$ cat src/rtl/mux_nx1_scan_if.sv
// Channel-select bus for mux_nx1_scan: control and packed channel data in, registered selection out.
// The master drives enable/mode/sel/in_bus; the mux (slave) drives the out* group and wrap.
interface mux_nx1_scan_if #(
    parameter int WIDTH    = 8,
    parameter int CHANNELS = 8,
    parameter int SEL_W    = 3
);
    logic                      enable;
    logic                      mode;
    logic [SEL_W-1:0]          sel;
    logic [CHANNELS*WIDTH-1:0] in_bus;
    logic [WIDTH-1:0]          out;
    logic [SEL_W-1:0]          out_idx;
    logic [CHANNELS-1:0]       out_onehot;
    logic                      out_valid;
    logic                      wrap;

    modport master (
        output enable, mode, sel, in_bus,
        input  out, out_idx, out_onehot, out_valid, wrap
    );

    modport slave (
        input  enable, mode, sel, in_bus,
        output out, out_idx, out_onehot, out_valid, wrap
    );
endinterface

$ cat src/rtl/mux_nx1_scan.sv
// Registered N:1 mux with direct select or auto-scan (DWELL cycles per channel); latency 1 cycle.
// No backpressure: enable=0 zeroes the outputs and freezes the scan pointer in place.
module mux_nx1_scan #(
    parameter int WIDTH    = 8,
    parameter int CHANNELS = 8,
    parameter int SEL_W    = 3,
    parameter int DWELL    = 4
) (
    input  logic          clk,
    input  logic          rst_n,
    mux_nx1_scan_if.slave bus
);
    localparam int DCNT_W = (DWELL > 1) ? $clog2(DWELL) : 1;
    localparam logic [DCNT_W-1:0] DCNT_LAST = DCNT_W'(DWELL - 1);
    localparam logic [SEL_W-1:0]  PTR_LAST  = SEL_W'(CHANNELS - 1);

    logic [SEL_W-1:0]    r_ptr;
    logic [DCNT_W-1:0]   r_dcnt;
    logic [WIDTH-1:0]    r_out;
    logic [SEL_W-1:0]    r_idx;
    logic [CHANNELS-1:0] r_onehot;
    logic                r_valid;
    logic                r_wrap;
    logic                r_scan_last;

    logic [SEL_W-1:0]    w_ch;
    logic                w_legal;
    logic [WIDTH-1:0]    w_data;
    logic [CHANNELS-1:0] w_onehot;
    logic [SEL_W-1:0]    w_idx;
    logic                w_wrap;

    assign w_ch    = bus.mode ? r_ptr : bus.sel;
    assign w_legal = (w_ch <= PTR_LAST);
    assign w_idx   = w_legal ? w_ch : '0;

    // Compare against every legal index so an out-of-range select can never index past in_bus.
    always_comb begin
        w_data   = '0;
        w_onehot = '0;
        for (int k = 0; k < CHANNELS; k++) begin
            if (w_ch == SEL_W'(k)) begin
                w_data      = bus.in_bus[k*WIDTH +: WIDTH];
                w_onehot[k] = 1'b1;
            end
        end
    end

    // Wrap only when the previous presented cycle was a valid scan of the last channel.
    assign w_wrap = bus.mode && (r_ptr == '0) && r_scan_last;

    always_ff @(posedge clk or negedge rst_n) begin
        if (!rst_n) begin
            r_ptr       <= '0;
            r_dcnt      <= '0;
            r_out       <= '0;
            r_idx       <= '0;
            r_onehot    <= '0;
            r_valid     <= 1'b0;
            r_wrap      <= 1'b0;
            r_scan_last <= 1'b0;
        end else begin
            if (!bus.mode) begin
                r_ptr  <= '0;
                r_dcnt <= '0;
            end else if (bus.enable) begin
                if (r_dcnt == DCNT_LAST) begin
                    r_dcnt <= '0;
                    r_ptr  <= (r_ptr == PTR_LAST) ? '0 : r_ptr + 1'b1;
                end else begin
                    r_dcnt <= r_dcnt + 1'b1;
                end
            end

            if (bus.enable) begin
                r_out       <= w_data;
                r_idx       <= w_idx;
                r_onehot    <= w_onehot;
                r_valid     <= w_legal;
                r_wrap      <= w_wrap;
                r_scan_last <= bus.mode && w_legal && (w_ch == PTR_LAST);
            end else begin
                r_out       <= '0;
                r_onehot    <= '0;
                r_valid     <= 1'b0;
                r_wrap      <= 1'b0;
                r_scan_last <= 1'b0;
            end
        end
    end

    assign bus.out        = r_out;
    assign bus.out_idx    = r_idx;
    assign bus.out_onehot = r_onehot;
    assign bus.out_valid  = r_valid;
    assign bus.wrap       = r_wrap;
endmodule

$ cat src/flat_wrapper.sv
// flat-port wrapper written by rule: the top's interface ports become plain ports
module mux_nx1_scan_flat 
#(
    parameter int WIDTH    = 8,
    parameter int CHANNELS = 8,
    parameter int SEL_W    = 3,
    parameter int DWELL    = 4
)
  (clk, rst_n, bus_enable, bus_mode, bus_sel, bus_in_bus, bus_out, bus_out_idx, bus_out_onehot, bus_out_valid, bus_wrap);
  mux_nx1_scan_if #(.WIDTH(WIDTH), .CHANNELS(CHANNELS), .SEL_W(SEL_W)) bus_i ();
  input  logic clk;
  input  logic rst_n;
  input wire logic [$bits(bus_i.enable)-1:0] bus_enable;
  input wire logic [$bits(bus_i.mode)-1:0] bus_mode;
  input wire logic [$bits(bus_i.sel)-1:0] bus_sel;
  input wire logic [$bits(bus_i.in_bus)-1:0] bus_in_bus;
  output wire logic [$bits(bus_i.out)-1:0] bus_out;
  output wire logic [$bits(bus_i.out_idx)-1:0] bus_out_idx;
  output wire logic [$bits(bus_i.out_onehot)-1:0] bus_out_onehot;
  output wire logic [$bits(bus_i.out_valid)-1:0] bus_out_valid;
  output wire logic [$bits(bus_i.wrap)-1:0] bus_wrap;
  assign bus_i.enable = bus_enable;
  assign bus_i.mode = bus_mode;
  assign bus_i.sel = bus_sel;
  assign bus_i.in_bus = bus_in_bus;
  assign bus_out = bus_i.out;
  assign bus_out_idx = bus_i.out_idx;
  assign bus_out_onehot = bus_i.out_onehot;
  assign bus_out_valid = bus_i.out_valid;
  assign bus_wrap = bus_i.wrap;
  mux_nx1_scan #(.WIDTH(WIDTH), .CHANNELS(CHANNELS), .SEL_W(SEL_W), .DWELL(DWELL)) u_core (.clk(clk), .rst_n(rst_n), .bus(bus_i));
endmodule
$ cat config.mk
export PLATFORM = sky130hd
export DESIGN_NAME = mux_nx1_scan_flat
export DESIGN_NICKNAME = d
export VERILOG_FILES = /design/src/rtl/mux_nx1_scan_if.sv /design/src/rtl/mux_nx1_scan.sv /design/src/flat_wrapper.sv
export SDC_FILE = /design/constraint.sdc
export NUM_CORES = 1
export LEC_CHECK = 0
export ABC_AREA = 1
export BUFFER_PORTS_ARGS = -buffer_cell sky130_fd_sc_hd__buf_2
export CAP_MARGIN = 20
export CORE_ASPECT_RATIO = 0.7
export CORE_MARGIN = 2
export CORE_UTILIZATION = 45
export DETAILED_ROUTE_END_ITERATION = 16
export PLACE_DENSITY = 0.89
export SLEW_MARGIN = 25
export SYNTH_ARGS = -nofsm -noshare
export SYNTH_HDL_FRONTEND = slang
export SYNTH_SLANG_ARGS = --single-unit
$ cat constraint.sdc
create_clock -name clk -period 1.9 [get_ports clk]
set_clock_uncertainty 0.2 [all_clocks]
set_input_delay 0.38 -clock clk [delete_from_list [all_inputs] [get_ports clk]]
set_output_delay 0.38 -clock clk [all_outputs]
set_load 0.1 [all_outputs]
==> results.yml, run 1 <==
synth:
  yosys.area.top_type_share: 0.378
  syn_nets: 298
  synth_simple_gate_area_frac: 0.443
  postSynthCellCount: 223
  synth.mux.area_fraction: 0
  syn_area_sq_mm: 0.00179
  synth-compound-area-share: 0.0406
  main_flop_type_after_synthesis: "sky130_fd_sc_hd__dfrtp_1"
  synthDistinctLibCells: 25
  yosysWarnings: 0
  synth.area.top_cells: "sky130_fd_sc_hd__dfrtp_1, sky130_fd_sc_hd__nand2_1, sky130_fd_sc_hd__nand4_1"
  post-synth-top-count-cell: "sky130_fd_sc_hd__nand2_1"
  yosys.area_share.xor_xnor: 0.00490
  ys_seq_area_frac: 0.378
  synth-async-reset-ratio: 1.00
  postSynthAreaPerCell_sq_um: 8.02
  combinational_family_with_the_most_area_after_synthesis: "simple AND/OR/NAND/NOR gates"
  synth_enable_flop_cells: 0
  yosys-top-cells-count: "sky130_fd_sc_hd__nand2_1, sky130_fd_sc_hd__nor2_1, sky130_fd_sc_hd__dfrtp_1"
  largest_area_contributor_in_the_netlist: "sky130_fd_sc_hd__dfrtp_1"
  ys_ff_latch: 27
  synth_fa_ha_area_frac: 0.0280
placement:
  routabilityCongestion: 0.905
  placement.io_buffers: 91
  pre_cts_ws_ps: -30.4
  dpl_cell_area_sq_mm: 0.00228
  post-dp-hpwl_mm: 3.97
  placed_cells_incl_taps: 366
setup_path:
  worst_setup_path_start_kind: "flop"
  cp.required_ps: 1890
  cp_max_fo: 13
  cp_data_arrival_time_ps: 1690
  critical_path.endpoint_type: "flop"
  path_class: "reg2reg"
timing:
  setup_viol_count_final: 0
  final-max-slew-violation-count: 0
  worst_setup_slack_final_ps: 197
  fmax_mhz: 587
  timing.max_slew.rel_slack: 0.606
  timing.final.hold_violations: 0
  fin_crit_ps: 1700
  grt_setup_unrepaired: "no"
  timing_worst_slew_pin_value_ps: 591
  min_period_over_period: 0.896
finish:
  finish.cell_count_without_fillers: 371
  final_cell_area_sq_mm: 0.00235
  layout.nets: 395
  antenna-diode-count: 0
  flow.area_growth_from_synthesis_pct: 31.3
  nFillCells: 354
  drive_above_1_share: 0.404
drt:
  drc_errors: 0
  drtAntennaViolNets: 0
  vias_per_cell: 5.05
  drt_first_iter_violations: 162
  routed-via-count: 1874
  wire_per_inst_um: 13.4
  drt_pass1_iterations: 4
  routed_wirelength_mm: 4.98
clock_tree:
  cts.clk_slew.worst_paths_ps: 100
  cts_max_level: 1
  clock_tree.buffer_depth: 2
  tritoncts_clock_tree: "done"
  clock-sinks: 27
  cts_inserted_buffers: 3
  root_buffer: "sky130_fd_sc_hd__clkbuf_8"
  clk-insertion-delay-late_ps: 280
floorplan:
  std_cell_rows: 19
  floorplan.initialDensity: 0.462
  fp.dieH_um: 56.8
  die_area_sq_mm: 0.00450
  die_width_um: 79.4
  ioPinCount: 92
  fp.coreArea_sq_mm: 0.00387
pwr:
  power.share.combinational: 0.400
  clockPowerShare: 0.215
  switching_share: 0.426
  internal-power_uw: 939
  static-leakage-power_uw: 0.00132
  seq_power_share: 0.386
  cellPowerDensity_mw_per_mm2: 697
  power.switching_uw: 698
  worst_voltage_drop_across_the_vdd_grid_v: 0.000396
global_routing:
  number_of_global_route_vias_before_repair: 1759
  groute.usage.overall: 0.229
  globalRoute.totalOverflow: 0
  number_of_antenna_violations_at_the_first_check_in_global_routing: 0
  grt_max_degree: 28
  grt_first_pass_wirelength_mm: 7.94
run:
  drv.max_cap_violation_count: 0
min_path:
  min_path_type: "in2reg"
outcome:
  status: "complete, no violations"
area by class of cell:
| type | instances | area, sq um | share of cell area |
|---|---|---|---|
| multi-input cells | 165 | 930 | 0.396 |
| flip-flops and latches | 27 | 676 | 0.288 |
| repair buffers | 101 | 533 | 0.227 |
| inverters | 22 | 95.1 | 0.0405 |
| well taps | 52 | 65.1 | 0.0277 |
| clock buffers | 3 | 41.3 | 0.0176 |
| clock inverters | 1 | 8.76 | 0.00373 |
metal layers:
| metal | wire, um | track usage | vias to the layer above |
|---|---|---|---|
| met5 | 0 | 0 | - |
| met4 | 65 | 0.0640 | 0 |
| met3 | 508 | 0.0498 | 6 |
| met2 | 2160 | 0.351 | 102 |
| met1 | 2240 | 0.328 | 841 |
| li1 | - | - | 925 |
power groups by stage:
stage               Combinational (uW)  Clock, uW  Sequential (uW)
finish                             655        351              632
global route                       703        388              636
CTS                                652        352              632
detailed placement                 648          0              643
global placement                   643          0              643
floorplan                          234          0              894
logic make-up after synthesis:
kind of cell	Yosys count
XOR/XNOR	1
AO/OA/AOI/OAI	14
flip-flops	27
AND/OR/NAND/NOR	146
adder cells (fa/ha/maj)	4
buffers and inverters	31
final timing paths:
kind	start	to	slack, ps	cells after the start
min	bus_in_bus[57]	u_core.bus.out[1]$_DFF_PN0_	90	3
min in group asynchronous	rst_n	u_core.bus.out_onehot[3]$_DFF_PN0_	430	2
max in group asynchronous	rst_n	u_core.r_scan_last$_DFF_PN0_	680	2
max	u_core.r_ptr[0]$_DFFE_PN0P_	u_core.bus.out[6]$_DFF_PN0_	200	9
min reg2reg	u_core.bus.out_idx[0]$_DFFE_PN0P_	u_core.bus.out_idx[0]$_DFFE_PN0P_	320	2
max reg2reg	u_core.r_ptr[0]$_DFFE_PN0P_	u_core.bus.out[6]$_DFF_PN0_	200	9
critical path: stages (launching register included):
cell and delay [ps]:
sky130_fd_sc_hd__dfrtp_1 460, sky130_fd_sc_hd__nand2_4 90, sky130_fd_sc_hd__nand2_8 170, sky130_fd_sc_hd__nand2_8 80, sky130_fd_sc_hd__nor2_4 170, sky130_fd_sc_hd__inv_2 100, sky130_fd_sc_hd__nand2_1 150, sky130_fd_sc_hd__nor2_1 70
sky130_fd_sc_hd__nand2_1 70, sky130_fd_sc_hd__nand2_1 50
state kept, by name, indices dropped and copies added, names as in the netlist:
signal / cells
u_core.bus.out_idx: 3
u_core.r_dcnt: 2
u_core.bus.out_onehot: 8
u_core.bus.out_valid: 1
u_core.bus.wrap: 1
u_core.r_ptr: 3
u_core.bus.out: 8
u_core.r_scan_last: 1
cell usage in the layout (no fill, tap or decap):
master,netlist,final
sky130_fd_sc_hd__a21oi_1,8,8
sky130_fd_sc_hd__buf_2,0,91
sky130_fd_sc_hd__buf_4,0,9
sky130_fd_sc_hd__clkbuf_8,0,3
sky130_fd_sc_hd__dfrtp_1,27,27
sky130_fd_sc_hd__dlygate4sd3_1,0,1
sky130_fd_sc_hd__ha_1,4,4
sky130_fd_sc_hd__inv_1,15,15
sky130_fd_sc_hd__inv_2,5,4
sky130_fd_sc_hd__inv_4,0,1
sky130_fd_sc_hd__inv_6,2,3
sky130_fd_sc_hd__nand2_1,48,48
sky130_fd_sc_hd__nand2_2,3,2
sky130_fd_sc_hd__nand2_4,7,8
sky130_fd_sc_hd__nand2_8,2,2
sky130_fd_sc_hd__nand3_1,22,22
sky130_fd_sc_hd__nand3_4,1,1
sky130_fd_sc_hd__nand4_1,20,20
sky130_fd_sc_hd__nor2_1,30,30
sky130_fd_sc_hd__nor2_4,4,4
sky130_fd_sc_hd__nor2_8,1,1
sky130_fd_sc_hd__nor3_1,4,4
sky130_fd_sc_hd__nor4_1,1,1
sky130_fd_sc_hd__o21ai_0,5,5
sky130_fd_sc_hd__o21bai_1,1,1
sky130_fd_sc_hd__or2_0,3,3
sky130_fd_sc_hd__xnor2_1,1,1
through the flow:
step / hold WS (ps) / setup TNS [ps] / utilization / power, uW
global placement: 212 / 0 / 0.589 / 1290
finish: 89.6 / 0 / 0.606 / 1640
global route: 102 / 0 / 0.606 / 1730
detailed placement: 217 / -126 / 0.589 / 1290
floorplan: -116 / 0 / - / 1130
CTS: 95.0 / 0 / 0.604 / 1640
repair_timing:
item / CTS / global route
resized for setup: 0 / 2
hold endpoints to repair: 27 / 0
endpoints found under the setup margin: 0 / 8
setup buffers: 0 / 0
hold buffers: 1 / 0
Note: power is estimated with default switching activity, not from simulation.
==> run 2: changes to the inputs <==
--- a/config.mk
+++ b/config.mk
@@ -5,14 +5,13 @@
 export SDC_FILE = /design/constraint.sdc
 export NUM_CORES = 1
 export LEC_CHECK = 0
-export ABC_AREA = 1
 export BUFFER_PORTS_ARGS = -buffer_cell sky130_fd_sc_hd__buf_2
 export CAP_MARGIN = 20
 export CORE_ASPECT_RATIO = 0.7
 export CORE_MARGIN = 2
-export CORE_UTILIZATION = 45
+export CORE_UTILIZATION = 44
 export DETAILED_ROUTE_END_ITERATION = 16
-export PLACE_DENSITY = 0.89
+export PLACE_DENSITY = 0.9
 export SLEW_MARGIN = 25
 export SYNTH_ARGS = -nofsm -noshare
 export SYNTH_HDL_FRONTEND = slang
==> run 2 against run 1 <==
Worst setup slack got worse by 150 ps; via count decreased by 7.7%; die area decreased by 7.3%; largest power group is now registers.
==> results.yml, run 2 <==
outcome:
  status: "complete, no violations"
placement:
  placement.io_buffers: 91
  post-dp-hpwl_mm: 3.82
  dpl_cell_area_sq_mm: 0.00229
  pre_cts_ws_ps: -169
  routabilityCongestion: 0.887
timing:
  fin_crit_ps: 1850
  hold-worst-slack_ps: 126
  fmax_mhz: 541
  grt_setup_unrepaired: "yes"
  timing_worst_slew_pin_value_ps: 606
  setup_viol_count_final: 0
  final-max-slew-violation-count: 0
  worst_setup_slack_final_ps: 50.9
  timing.max_slew.rel_slack: 0.596
  min_period_over_period: 0.973
  timing.final.hold_violations: 0
drt:
  met1Wirelength_mm: 2.08
  drt_pass1_iterations: 4
  drc_errors: 0
  met3RoutedLength_um: 325
  highest_layer: "met4"
  wire_per_inst_um: 14.4
  drt_first_iter_violations: 95
  routed-via-count: 1730
  met2_length_mm: 2.20
  drtAntennaViolNets: 0
  routed_wirelength_mm: 4.70
  vias_per_cell: 5.29
setup_path:
  crit_path_top_delay_cell: "sky130_fd_sc_hd__mux4_2"
  r2r.worst_path.cells: 4
  worst_setup_path_start_kind: "flop"
  timing.critical_path.cells: "mux2i_4 -> buf_12 -> mux4_2 -> a32o_1"
  critical-path-max-stage-delay_ps: 490
  setup.reg_to_reg.worst_slack_ps: 50
  crit-reg2reg-capture: "u_core.bus.out[4]$_DFF_PN0_"
  path_class: "reg2reg"
  critical_path.endpoint_type: "flop"
  cp_max_fo: 13
  worst_r2r_startpoint: "u_core.r_ptr[0]$_DFFE_PN0P_"
  cp.required_ps: 1870
  cp_data_arrival_time_ps: 1820
clock_tree:
  cts_inserted_buffers: 3
  tritoncts_clock_tree: "done"
  clk-insertion-delay-late_ps: 280
  root_buffer: "sky130_fd_sc_hd__clkbuf_8"
  cts_max_level: 1
  clock-sinks: 27
  cts.clk_slew.worst_paths_ps: 110
  clock_tree.buffer_depth: 2
synth:
  ys_ff_latch: 27
  syn_area_sq_mm: 0.00161
  largest_area_contributor_in_the_netlist: "sky130_fd_sc_hd__dfrtp_1"
  yosys.area.top_type_share: 0.419
  yosysWarnings: 0
  synthDistinctLibCells: 32
  synth-async-reset-ratio: 1.00
  postSynthCellCount: 164
  yosys-top-cells-count: "sky130_fd_sc_hd__nand2_1, sky130_fd_sc_hd__dfrtp_1, sky130_fd_sc_hd__nor2_1"
  synth_enable_flop_cells: 0
  syn_nets: 239
  post-synth-top-count-cell: "sky130_fd_sc_hd__nand2_1"
  main_flop_type_after_synthesis: "sky130_fd_sc_hd__dfrtp_1"
  ys_seq_area_frac: 0.419
  synth.area.top_cells: "sky130_fd_sc_hd__dfrtp_1, sky130_fd_sc_hd__mux2i_1, sky130_fd_sc_hd__nand2_1"
  postSynthAreaPerCell_sq_um: 9.83
floorplan:
  floorplan.initialDensity: 0.459
  die_width_um: 76.4
  ioPinCount: 92
  std_cell_rows: 18
  fp.coreArea_sq_mm: 0.00351
  fp.dieH_um: 54.7
  die_area_sq_mm: 0.00417
global_routing:
  number_of_antenna_violations_at_the_first_check_in_global_routing: 0
  globalRoute.totalOverflow: 0
  grt_first_pass_wirelength_mm: 7.42
  number_of_global_route_vias_before_repair: 1625
  grt_max_degree: 28
  groute.usage.overall: 0.233
pwr:
  worst_voltage_drop_across_the_vdd_grid_v: 0.000434
  static-leakage-power_uw: 0.00125
  cellPowerDensity_mw_per_mm2: 650
  total_power_uw: 1540
min_path:
  worst_hold_startpoint: "bus_in_bus[57]"
  worstHoldPathCells: 2
  holdPathEnd: "u_core.bus.out[1]$_DFF_PN0_"
  min_path_type: "in2reg"
run:
  drv.max_cap_violation_count: 0
finish:
  layout.cells.most_common: "sky130_fd_sc_hd__buf_2"
  final_core_util: 0.672
  antenna-diode-count: 0
  final_cell_mix: "sky130_fd_sc_hd__buf_2, sky130_fd_sc_hd__nand2_1, sky130_fd_sc_hd__dfrtp_1"
  layout.nets: 353
  flow.area_growth_from_synthesis_pct: 46.5
  drive_above_1_share: 0.477
  final_cell_area_sq_mm: 0.00236
## run 2: worst max-delay path by stage
stage,startpoint,endpoint,cells after the start
floorplan,bus_mode,u_core.bus.out[0]$_DFF_PN0_,4
global placement,bus_mode,u_core.bus.out[2]$_DFF_PN0_,6
detailed placement,bus_mode,u_core.bus.out[5]$_DFF_PN0_,7
CTS,u_core.r_ptr[0]$_DFFE_PN0P_,u_core.bus.out[4]$_DFF_PN0_,4
global route,u_core.r_ptr[0]$_DFFE_PN0P_,u_core.bus.out[4]$_DFF_PN0_,4
finish,u_core.r_ptr[0]$_DFFE_PN0P_,u_core.bus.out[4]$_DFF_PN0_,4
## run 2: routing by layer
layer,GRT usage,up-vias
li1,-,838
met1,0.303,808
met2,0.400,74
met3,0.0561,10
met4,0.0636,0
met5,0,-
## run 2: cell type report
class                   instances  area, sq um
fillers                       294         1150
multi-input cells             126          880
repair buffers                118          686
flip-flops and latches         27          678
well taps                      50         62.6
clock buffers                   3         41.3
clock inverters                 1         7.51
inverters                       2         7.51
## run 2: cells by family (layout without fill, tap and decap cells)
group           count (synthesis)  count (layout)  share of synthesized area
simple gates                   65              65                      0.174
fa+ha+maj                       4               4                     0.0310
flops                          27              27                      0.419
compound gates                 38              38                      0.181
mux                            19              19                      0.158
buf+inv                        11             124                     0.0372
## run 2: worst max-delay path: cells and delay by family, from the launching register on
kind	cells	cell delay, ps
buffers and inverters	1	160
DFF	1	460
AOI/OAI and AO/OA	1	260
muxes	2	660
## run 2: repair_timing
item | CTS | global route
hold buffers | 1 | 0
setup endpoints to repair | 0 | 5
buffers inserted | 0 | 1
endpoints found under the hold margin | 27 | 0
resized for setup | 0 | 3
## run 2: stage by stage
| stage | std cells | setup TNS [ps] |
|---|---|---|
| floorplan | 164 | -135 |
| global placement | 321 | -1050 |
| detailed placement | 321 | -1190 |
| CTS | 326 | 0 |
| global route | 327 | -5.80 |
| finish | 327 | 0 |
## run 2: power breakdown
| part | internal [uW] | switching, uW | total [uW] |
|---|---|---|---|
| combinational | 190 | 376 | 566 |
| clock | 149 | 202 | 351 |
| sequential | 606 | 12.2 | 618 |
